### src/rtl/midi_voice_allocator.sv
// MIDI byte-stream parser and voice-slot allocator (note on/off, all-notes-off, round-robin steal).
// Latency: slot outputs and event_strobe update one clock after the edge that takes the completing byte.
// Backpressure: none; one byte per clock is accepted whenever midi_valid is high.
module midi_voice_allocator #(
    parameter int NUM_VOICES     = 4,
    parameter int AMPLITUDE_BITS = 8,
    parameter int MIDI_CHANNEL   = 0,
    parameter int OMNI           = 0
) (
    input  logic                                 clk,
    input  logic                                 rst_n,
    input  logic [7:0]                           midi_byte,
    input  logic                                 midi_valid,
    output logic [NUM_VOICES-1:0]                voice_enable,
    output logic [8*NUM_VOICES-1:0]              voice_note,
    output logic [AMPLITUDE_BITS*NUM_VOICES-1:0] voice_amplitude,
    output logic                                 event_strobe
);
    localparam int SPW = (NUM_VOICES > 1) ? $clog2(NUM_VOICES) : 1;

    typedef enum logic [1:0] {IDLE, DATA1, DATA2} state_t;
    typedef enum logic [1:0] {EV_ON, EV_OFF, EV_ALL_OFF} ev_kind_t;

    state_t                    state, state_nxt;
    logic [7:0]                status, status_nxt;
    logic [6:0]                d1, d1_nxt;
    logic                      chan_ok;

    logic                      ev_vld, ev_vld_nxt;
    ev_kind_t                  ev_kind, ev_kind_nxt;
    logic [6:0]                ev_note, ev_note_nxt;
    logic [6:0]                ev_vel, ev_vel_nxt;

    logic [NUM_VOICES-1:0]     en_q, en_nxt;
    logic [6:0]                note_q   [NUM_VOICES];
    logic [6:0]                note_nxt [NUM_VOICES];
    logic [AMPLITUDE_BITS-1:0] amp_q    [NUM_VOICES];
    logic [AMPLITUDE_BITS-1:0] amp_nxt  [NUM_VOICES];
    logic [SPW-1:0]            steal_ptr, steal_ptr_nxt;
    logic                      strobe_nxt;

    logic                      hit, free;
    logic [SPW-1:0]            hit_idx, free_idx;
    logic [AMPLITUDE_BITS-1:0] ev_amp;

    assign chan_ok = (OMNI != 0) || (status[3:0] == 4'(MIDI_CHANNEL));

    // Parser: running status is valid exactly when state is not IDLE.
    always_comb begin
        state_nxt   = state;
        status_nxt  = status;
        d1_nxt      = d1;
        ev_vld_nxt  = 1'b0;
        ev_kind_nxt = EV_ON;
        ev_note_nxt = d1;
        ev_vel_nxt  = midi_byte[6:0];
        if (midi_valid) begin
            if (midi_byte >= 8'hF8) begin
                state_nxt = state;
            end else if (midi_byte >= 8'hF0) begin
                state_nxt  = IDLE;
                status_nxt = 8'h00;
            end else if (midi_byte[7]) begin
                state_nxt  = DATA1;
                status_nxt = midi_byte;
            end else begin
                case (state)
                    DATA1: begin
                        d1_nxt = midi_byte[6:0];
                        if (status[7:4] == 4'hC || status[7:4] == 4'hD)
                            state_nxt = DATA1;
                        else
                            state_nxt = DATA2;
                    end
                    DATA2: begin
                        state_nxt = DATA1;
                        if (chan_ok) begin
                            if (status[7:4] == 4'h9 && midi_byte[6:0] != 7'd0) begin
                                ev_vld_nxt  = 1'b1;
                                ev_kind_nxt = EV_ON;
                            end else if (status[7:4] == 4'h9 || status[7:4] == 4'h8) begin
                                ev_vld_nxt  = 1'b1;
                                ev_kind_nxt = EV_OFF;
                            end else if (status[7:4] == 4'hB && d1 == 7'd123) begin
                                ev_vld_nxt  = 1'b1;
                                ev_kind_nxt = EV_ALL_OFF;
                            end
                        end
                    end
                    default: state_nxt = IDLE;
                endcase
            end
        end
    end

    assign ev_amp = AMPLITUDE_BITS'({ev_vel, ev_vel[6]});

    // Slot update: descending scans leave the lowest matching index.
    always_comb begin
        en_nxt        = en_q;
        note_nxt      = note_q;
        amp_nxt       = amp_q;
        steal_ptr_nxt = steal_ptr;
        strobe_nxt    = 1'b0;
        hit           = 1'b0;
        free          = 1'b0;
        hit_idx       = '0;
        free_idx      = '0;
        for (int i = NUM_VOICES - 1; i >= 0; i--) begin
            if (en_q[i] && note_q[i] == ev_note) begin
                hit     = 1'b1;
                hit_idx = SPW'(i);
            end
            if (!en_q[i]) begin
                free     = 1'b1;
                free_idx = SPW'(i);
            end
        end
        if (ev_vld) begin
            case (ev_kind)
                EV_ON: begin
                    strobe_nxt = 1'b1;
                    if (hit) begin
                        amp_nxt[hit_idx] = ev_amp;
                    end else if (free) begin
                        note_nxt[free_idx] = ev_note;
                        amp_nxt[free_idx]  = ev_amp;
                        en_nxt[free_idx]   = 1'b1;
                    end else begin
                        note_nxt[steal_ptr] = ev_note;
                        amp_nxt[steal_ptr]  = ev_amp;
                        steal_ptr_nxt = (steal_ptr == SPW'(NUM_VOICES - 1)) ? '0 : steal_ptr + 1'b1;
                    end
                end
                EV_OFF: begin
                    for (int i = 0; i < NUM_VOICES; i++) begin
                        if (en_q[i] && note_q[i] == ev_note) begin
                            en_nxt[i]  = 1'b0;
                            strobe_nxt = 1'b1;
                        end
                    end
                end
                EV_ALL_OFF: begin
                    strobe_nxt = |en_q;
                    en_nxt     = '0;
                end
                default: strobe_nxt = 1'b0;
            endcase
        end
    end

    always_ff @(posedge clk or negedge rst_n) begin
        if (!rst_n) begin
            state        <= IDLE;
            status       <= 8'h00;
            d1           <= 7'd0;
            ev_vld       <= 1'b0;
            ev_kind      <= EV_ON;
            ev_note      <= 7'd0;
            ev_vel       <= 7'd0;
            en_q         <= '0;
            steal_ptr    <= '0;
            event_strobe <= 1'b0;
            for (int i = 0; i < NUM_VOICES; i++) begin
                note_q[i] <= '0;
                amp_q[i]  <= '0;
            end
        end else begin
            state        <= state_nxt;
            status       <= status_nxt;
            d1           <= d1_nxt;
            ev_vld       <= ev_vld_nxt;
            ev_kind      <= ev_kind_nxt;
            ev_note      <= ev_note_nxt;
            ev_vel       <= ev_vel_nxt;
            en_q         <= en_nxt;
            steal_ptr    <= steal_ptr_nxt;
            event_strobe <= strobe_nxt;
            note_q       <= note_nxt;
            amp_q        <= amp_nxt;
        end
    end

    always_comb begin
        voice_enable = en_q;
        for (int i = 0; i < NUM_VOICES; i++) begin
            voice_note[8*i +: 8]                           = {1'b0, note_q[i]};
            voice_amplitude[AMPLITUDE_BITS*i +: AMPLITUDE_BITS] = amp_q[i];
        end
    end
endmodule

### config.mk
export PLATFORM = sky130hd
export DESIGN_NAME = midi_voice_allocator
export DESIGN_NICKNAME = d
export VERILOG_FILES = /design/src/rtl/midi_voice_allocator.sv
export SDC_FILE = /design/constraint.sdc
export NUM_CORES = 1
export LEC_CHECK = 0
export BUFFER_PORTS_ARGS = -buffer_cell sky130_fd_sc_hd__buf_2
export CAP_MARGIN = 0
export CORE_MARGIN = 1
export CORE_UTILIZATION = 60
export DETAILED_ROUTE_END_ITERATION = 16
export PLACE_DENSITY = 0.92
export SLEW_MARGIN = 25
export SYNTH_ARGS = -nofsm -noshare
export SYNTH_HDL_FRONTEND = slang
export SYNTH_SLANG_ARGS = --single-unit
### constraint.sdc
create_clock -name clk -period 5.11 [get_ports clk]
set_clock_uncertainty 0.15 [all_clocks]
set_input_delay 0.7665 -clock clk [delete_from_list [all_inputs] [get_ports clk]]
set_output_delay 0.7665 -clock clk [all_outputs]
set_load 0.05 [all_outputs]
==> PnR_summary.wiki, run 1 <==
{| class="wikitable"
! Metric !! Value
|-
| Status || completed
|-
| Initial core utilization || 0.626
|-
| HPWL reported at the end of detailed placement || 6.68 mm
|-
| Share of flip-flops with an asynchronous set or reset after synthesis || 1.00
|-
| Net total in the final layout || 445
|-
| Total of fill cells in the finished design || 517
|-
| Area fraction in compound gates after synthesis || 0.0601
|-
| Grt ovf || 0
|-
| Period utilisation layout || 0.504
|-
| Cell variety after synth || 52
|-
| Antenna violations before repair || 0
|-
| Total wirelength of the detailed-routed design || 9.15 mm
|-
| Slew of the pin with the lowest slew margin || 0.909 ns
|-
| Post-synthesis register bit count || 97
|-
| Number of gates resized after CTS || 0
|-
| Clock buffers created by TritonCTS || 9
|-
| Utilization of the core after routing || 0.700
|-
| Cell breakdown of the critical path || xor2_1, nor4_2, nand4_2, nand3_1, or3_1, mux2_2
|-
| Power density over the cells || 314 nW/µm²
|-
| Worst Path Max Fanout || 8
|-
| Max-slew violation count || 0
|-
| Post-Synthesis Cells || 358
|-
| Port Buffers || 75
|-
| Share of Yosys cell area claimed by the top area cell type || 0.532
|-
| Detailed-route DRC error count || 0
|-
| Share of the yosys chip area belonging to registers || 0.532
|-
| Total die area || 7960 µm²
|-
| Combinational family with the most area after synthesis || multiplexers
|-
| Area of the core || 7290 µm²
|-
| ANT nets after route || 0
|-
| Drt first-iter violations || 137
|-
| Path type of the worst setup path || register to register
|-
| Post-Synthesis Mean Instance Area || 12.7 µm²
|-
| Count of vias placed by the detailed router || 3017
|-
| Antenna Diode Count || 0
|-
| Deepest clock path buffer count || 2
|-
| Maximum cell stage delay along the critical path || 0.52 ns
|-
| F_max || 389 MHz
|-
| Overall track demand over capacity in global routing || 0.252
|-
| Cell family contributing the most delay on the critical path || simple AND/OR/NAND/NOR gates
|-
| Final critical path time including I/O delays and setup || 2.57 ns
|-
| TritonRoute pass-1 iters || 4
|-
| Area share of and/or/nand/nor cells after synthesis || 0.108
|-
| Hold Violations, Final || 0
|-
| Die height || 89.2 µm
|-
| Critical Path End Type || register
|-
| Main flop type after synthesis || dfrtp_1
|-
| CTS H-Tree Depth || 3
|-
| Skew-Pair Late Insertion Delay || 0.38 ns
|-
| Root Buffer Master || clkbuf_8
|-
| Required time of the critical path || 5.22 ns
|-
| CP Buf/Inv Count || 0
|-
| Wire length of the first global-routing pass || 14.6 mm
|-
| Number of setup violations in the final report || 0
|-
| Post-CTS repair timing setup buffer count || 0
|-
| Netlist Area Pre-Place || 4560 µm²
|-
| Synth Area in Adders || 0.0274
|-
| Largest net degree at the start of global routing || 62
|-
| Average wire length per cell after detail routing || 17.3 µm
|-
| Die W || 89.2 µm
|-
| Syn. warnings || 0
|-
| Largest vdd supply drop || 0.298 mV
|-
| Number of rows created at floorplan || 31
|-
| Area growth from synthesis to final layout || 11.8%
|-
| XOR/XNOR share of the synthesized area || 0.0538
|-
| Max_cap viols || 0
|-
| Number of global-route vias before repair || 2895
|-
| Mean number of vias per cell || 5.71
|-
| Mux cell area share after synthesis || 0.168
|-
| Number of flops mapped to enable cells by yosys || 0
|-
| Setup repair after global routing missed its margin || no
|-
| Post-cts hold buffer count || 0
|-
| Cell types occupying the most area after synthesis || dfrtp_1 53%, mux2_2 14%, xnor2_1 3.5%
|-
| I/O Pins || 80
|-
| Clock sinks || 97
|-
| Clock slew at reported path FFs || 0.10 ns
|-
| Weighted congestion at the end of routability-driven global placement || 0.905
|-
| Setup crit start kind || register
|-
| Leakage power || 2.66 nW
|-
| Cell type with the highest aggregate area in the netlist || dfrtp_1
|-
| Max-Slew Margin vs Limit || 0.391
|-
| Post-route setup TNS || 0 ns
|-
| TritonCTS clock tree || done
|-
| CP arrival || 2.68 ns
|-
| Cell with the largest stage delay on the worst path || dfrtp_1
|-
| Fraction of final layout cells sized beyond drive strength 1 || 0.406
|-
| Min-Delay Path Class || input port to async pin
|}
-- per-layer routing --
| metal | vias to the layer above | share of wire | global-route usage | wire length, µm |
|---|---|---|---|---|
| met5 | - | 0 | 0 | 0 |
| met4 | 0 | 0.017 | 0.0808 | 158 |
| met3 | 18 | 0.044 | 0.0711 | 400 |
| met2 | 100 | 0.51 | 0.405 | 4700 |
| met1 | 1523 | 0.43 | 0.336 | 3890 |
| li1 | 1376 | - | - | - |
-- area by class of cell --
cell class | count | area [µm²] | area share
clock buffers | 9 | 124 | 0.0243
clock inverters | 7 | 78.8 | 0.0154
inverters | 11 | 41.3 | 0.00809
multi-input cells | 229 | 1920 | 0.377
flip-flops and latches | 97 | 2430 | 0.476
well taps | 99 | 124 | 0.0243
repair buffers | 76 | 385 | 0.0755
-- stage by stage --
stage	std cells	hold slack [ns]	cell area, µm²	setup slack, ns	power, mW
after global placement	512	0.224	4900	2.47	1.11
after CTS	528	0.197	5100	2.54	1.61
after global routing	528	0.204	5100	2.44	1.67
after floorplan	361	0.211	4570	2.68	1.08
final	528	0.184	5100	2.54	1.60
after detailed placement	512	0.232	4900	2.31	1.12
-- worst reg2reg max path: stages, from the launching register on --
cell and delay, ns:
dfrtp_1 0.52, xor2_1 0.23, nor4_2 0.34, nand4_2 0.24, nand3_1 0.27, or3_1 0.34
mux2_2 0.39
-- cells in the mapped netlist, types with 3 or more instances --
| cell type | number |
|---|---|
| ha_1 | 10 |
| o21ai_0 | 10 |
| buf_6 | 5 |
| inv_1 | 11 |
| buf_2 | 3 |
| or2_2 | 3 |
| clkbuf_1 | 4 |
| buf_4 | 11 |
| mux2_4 | 7 |
| xor2_1 | 10 |
| nand3_1 | 4 |
| nand4_1 | 12 |
| o211a_1 | 3 |
| dfrtp_1 | 97 |
| nor2_1 | 8 |
| mux2_2 | 57 |
| a21oi_1 | 13 |
| xnor2_1 | 18 |
| o21bai_1 | 3 |
| nand2_1 | 29 |
-- layout by cell type, fill, tap and decap left out, types with 4 or more instances in the layout --
cell type / count
dfrtp_1: 97
buf_2: 74
mux2_2: 57
nand2_1: 29
xnor2_1: 18
a21oi_1: 13
nand4_1: 12
inv_1: 11
xor2_1: 10
o21ai_0: 10
ha_1: 10
clkbuf_8: 9
nor2_1: 8
mux2_4: 7
nand3_1: 4
conb_1: 4
-- state kept, by name, indices dropped and copies added (netlist names), 2 cells and up --
signal,count
ev_vel,7
ev_kind,2
voice_amplitude,28
state,2
status,8
ev_note,7
steal_ptr,2
voice_enable,4
d1,7
voice_note,28
-- cell families after synthesis --
family,count (synthesis)
buf+inv,35
compound gates,38
xor+xnor,28
fa+ha+maj,10
flops,97
mux,66
other cells,1
simple gates,83
-- worst paths after layout --
path	startpoint	end	slack (ns)	depth (start not counted)
max in group asynchronous	rst_n	voice_note[22]	3.50	2
worst max register to register	ev_note[0]	voice_note[27]	2.54	6
worst min-delay path	rst_n	voice_note[25]	0.18	1
worst max-delay path	ev_note[0]	voice_note[27]	2.54	6
worst min register to register	d1[2]	ev_note[2]	0.26	0
min in group clk	d1[2]	ev_note[2]	0.26	0
-- power by group --
part           leakage [nW]  total [mW]  switching (mW)  internal [mW]
Clock                 0.102       0.493           0.298          0.194
Combinational          1.26       0.198           0.115         0.0830
Sequential             1.29       0.910          0.0910          0.819
Total                  2.66        1.60           0.504           1.10
Note: power is estimated with default switching activity, not from simulation.
==> run 2, diff against run 1 <==
--- a/config.mk
+++ b/config.mk
@@ -8,9 +8,9 @@
 export BUFFER_PORTS_ARGS = -buffer_cell sky130_fd_sc_hd__buf_2
 export CAP_MARGIN = 0
 export CORE_MARGIN = 1
-export CORE_UTILIZATION = 60
+export CORE_UTILIZATION = 50
 export DETAILED_ROUTE_END_ITERATION = 16
-export PLACE_DENSITY = 0.92
+export PLACE_DENSITY = 0.82
 export SLEW_MARGIN = 25
 export SYNTH_ARGS = -nofsm -noshare
 export SYNTH_HDL_FRONTEND = slang
==> constraint.sdc (replaced) <==
create_clock -name clk -period 2.3 [get_ports clk]
set_clock_uncertainty 0.15 [all_clocks]
set_input_delay 0.345 -clock clk [delete_from_list [all_inputs] [get_ports clk]]
set_output_delay 0.345 -clock clk [all_outputs]
set_load 0.05 [all_outputs]
==> run 2 against run 1 <==
The run now ends with negative setup slack left. Critical path type unchanged. Routed wire length up 22%. Clock power increased by 140%. Critical endpoint is now voice_amplitude[12]. Flip-flop and latch count stayed put. Core utilization is 3.0 points lower. Via count is 7.9% higher. Die area rose by 20%. Final area increased by 15%. Combinational power grew to 4.3 times the previous value. Final cell count rose by 12%. Setup slack lost 2.6 ns.
==> PnR_summary.wiki, run 2 (synthesis results as in run 1) <==
{| class="wikitable"
! Metric !! Value
|-
| HPWL reported at the end of detailed placement || 7.35 mm (+10%)
|-
| Commonest non-fill, non-tap cell in the layout || dfrtp_1
|-
| Skew-Pair Late Insertion Delay || 0.37 ns (about the same)
|-
| Violations in the final reports || negative setup slack
|-
| Final WS setup || -0.0911 ns (-2.63 ns)
|-
| Tot Pwr || 4.04 mW (+150%)
|-
| Clock buffers created by TritonCTS || 9 (unchanged)
|-
| Antenna Diode Count || 0 (unchanged)
|-
| TritonRoute pass-1 iters || 4 (unchanged)
|-
| Root Buffer Master || clkbuf_8
|-
| Overall track demand over capacity in global routing || 0.238 (-0.0138)
|-
| Required time of the critical path || 2.40 ns (-2.82 ns)
|-
| Deepest clock path buffer count || 2 (unchanged)
|-
| Fraction of final layout cells sized beyond drive strength 1 || 0.527 (+0.121)
|-
| Port Buffers || 75 (unchanged)
|-
| Die height || 97.5 µm (+9.3%)
|-
| Clock sinks || 97 (unchanged)
|-
| CTS H-Tree Depth || 3 (unchanged)
|-
| Path type of the worst setup path || register to register
|-
| Post-route setup TNS || -2.38 ns (-2.38 ns)
|-
| I/O Pins || 80 (unchanged)
|-
| Initial core utilization || 0.521 (-0.105)
|-
| Area of the core || 8760 µm² (+20%)
|-
| Final cell count without fillers || 590 (+12%)
|-
| Critical Path End Type || register
|-
| Total wirelength of the detailed-routed design || 11.2 mm (+22%)
|-
| Drt first-iter violations || 159 (+16%)
|-
| Area growth from synthesis to final layout || 28.6%
|-
| Max_cap viols || 0 (unchanged)
|-
| Die W || 97.5 µm (+9.3%)
|-
| Hold Violations, Final || 0 (unchanged)
|-
| Number of setup violations in the final report || 42 (+42)
|-
| Total die area || 9510 µm² (+20%)
|-
| Antenna violations before repair || 0 (unchanged)
|-
| Final critical path time including I/O delays and setup || 2.39 ns (-0.183 ns)
|-
| Worst Path Max Fanout || 7 (-1)
|-
| ANT nets after route || 0 (unchanged)
|-
| Detailed-route DRC error count || 0 (unchanged)
|-
| Clock slew at reported path FFs || 0.10 ns (about the same)
|-
| TritonCTS clock tree || done
|-
| Largest vdd supply drop || 0.371 mV (+24%)
|-
| Max-Slew Margin vs Limit || 0.666 (+0.274)
|-
| Placed cells || 539 (+5.3%)
|-
| Net total in the final layout || 498 (+12%)
|-
| Power density over the cells || 688 nW/µm² (+120%)
|-
| Leakage power || 2.98 nW (+12%)
|-
| Slew of the pin with the lowest slew margin || 0.501 ns (-0.407 ns)
|-
| Min-Delay Path Class || input port to register
|-
| Largest net degree at the start of global routing || 38 (-39%)
|-
| Highest-count cells in the layout ignoring fill and taps || 81 x dfrtp_1, 74 x buf_2, 55 x mux2_2, 32 x buf_4, 28 x nand2_1
|-
| Period utilisation layout || 1.04 (+0.536)
|-
| CP arrival || 2.49 ns (-0.19 ns)
|-
| Setup crit start kind || register
|-
| Max-slew violation count || 0 (unchanged)
|-
| Grt ovf || 0 (unchanged)
|-
| Total of fill cells in the finished design || 586 (+13%)
|-
| Mean number of vias per cell || 5.52 (-3.5%)
|-
| F_max || 418 MHz (+7.6%)
|-
| Number of global-route vias before repair || 3365 (+16%)
|-
| Average wire length per cell after detail routing || 19.0 µm (+9.5%)
|-
| Status || finished with violations
|-
| Wire length of the first global-routing pass || 17.5 mm (+20%)
|-
| Count of vias placed by the detailed router || 3254 (+7.9%)
|-
| Setup repair after global routing missed its margin || yes
|-
| Weighted congestion at the end of routability-driven global placement || 0.900 (-0.54%)
|-
| Number of rows created at floorplan || 34 (+9.7%)
|}
run 2: changes by cell type in the layout (fill, tap and decap cells not counted), moves of 7 or more:
cell	previous run	this run
dfrtp_2	0	16
dlygate4sd3_1	0	7
buf_6	0	8
buf_4	2	32
buf_12	0	8
xnor2_1	18	9
xnor2_2	0	8
dfrtp_1	97	81
run 2: worst paths after layout:
| path | slack (ns) | start | depth (start not counted) | end |
|---|---|---|---|---|
| hold reg to reg | 0.27 | d1[1] | 0 | ev_note[1] |
| hold / removal | 0.03 | midi_byte[6] | 1 | ev_vel[6] |
| setup / recovery | -0.09 | ev_note[3] | 7 | voice_amplitude[12] |
| setup reg to reg | -0.09 | ev_note[3] | 7 | voice_amplitude[12] |
| min in group asynchronous | 0.32 | rst_n | 2 | voice_note[4] |
| max in group asynchronous | 0.97 | rst_n | 3 | voice_amplitude[21] |
run 2: worst max-delay path, cell delays in order, from the launching register on:
cell	delay [ns]
dfrtp_2	0.49
xor2_2	0.17
nor4_2	0.34
nand4_2	0.20
or3_4	0.38
o41ai_4	0.07
buf_12	0.18
mux2_4	0.30
run 2: report_power, final:
group	total, mW	switching [mW]	internal (mW)	leakage [nW]
Clock	1.18	0.656	0.528	0.101
Sequential	2.00	0.168	1.83	1.27
Combinational	0.856	0.409	0.447	1.61
run 2: area by class of cell:
| type | count | area [µm²] | share of cell area |
|---|---|---|---|
| Multi-Input combinational cell | 229 | 2100 | 0.358 |
| Clock inverter | 7 | 87.6 | 0.0149 |
| Clock buffer | 9 | 124 | 0.0211 |
| Timing Repair Buffer | 129 | 931 | 0.159 |
| Tap cell | 108 | 135 | 0.0230 |
| Inverter | 11 | 41.3 | 0.00704 |
| Sequential cell | 97 | 2450 | 0.417 |
run 2: metrics by stage:
stage | worst slack, ns | cell area (µm²) | util | hold slack [ns]
after CTS | -0.0765 | 5670 | 0.647 | 0.00754
final | -0.0911 | 5870 | 0.669 | 0.0266
after global routing | -0.133 | 5870 | 0.669 | 0.00664
after floorplan | 0.00118 | 4590 | - | -0.101
after detailed placement | -0.146 | 5110 | 0.583 | 0.202
after global placement | -0.129 | 5110 | 0.583 | 0.191
run 2: timing repair:
item / 4_1_cts / 5_1_grt
hold buffers: 7 / 0
hold endpoints to repair: 41 / 0
pin swaps: 9 / 17
buffers inserted: 23 / 6
endpoints found under the setup margin: 58 / 60
gates resized for setup: 17 / 25
run 2: routing by layer:
layer	GRT usage	wire, µm	up-vias
met5	0	0	-
met3	0.0374	439	28
met4	0.0973	279	0
met2	0.413	5860	81
li1	-	-	1470
met1	0.298	4610	1675
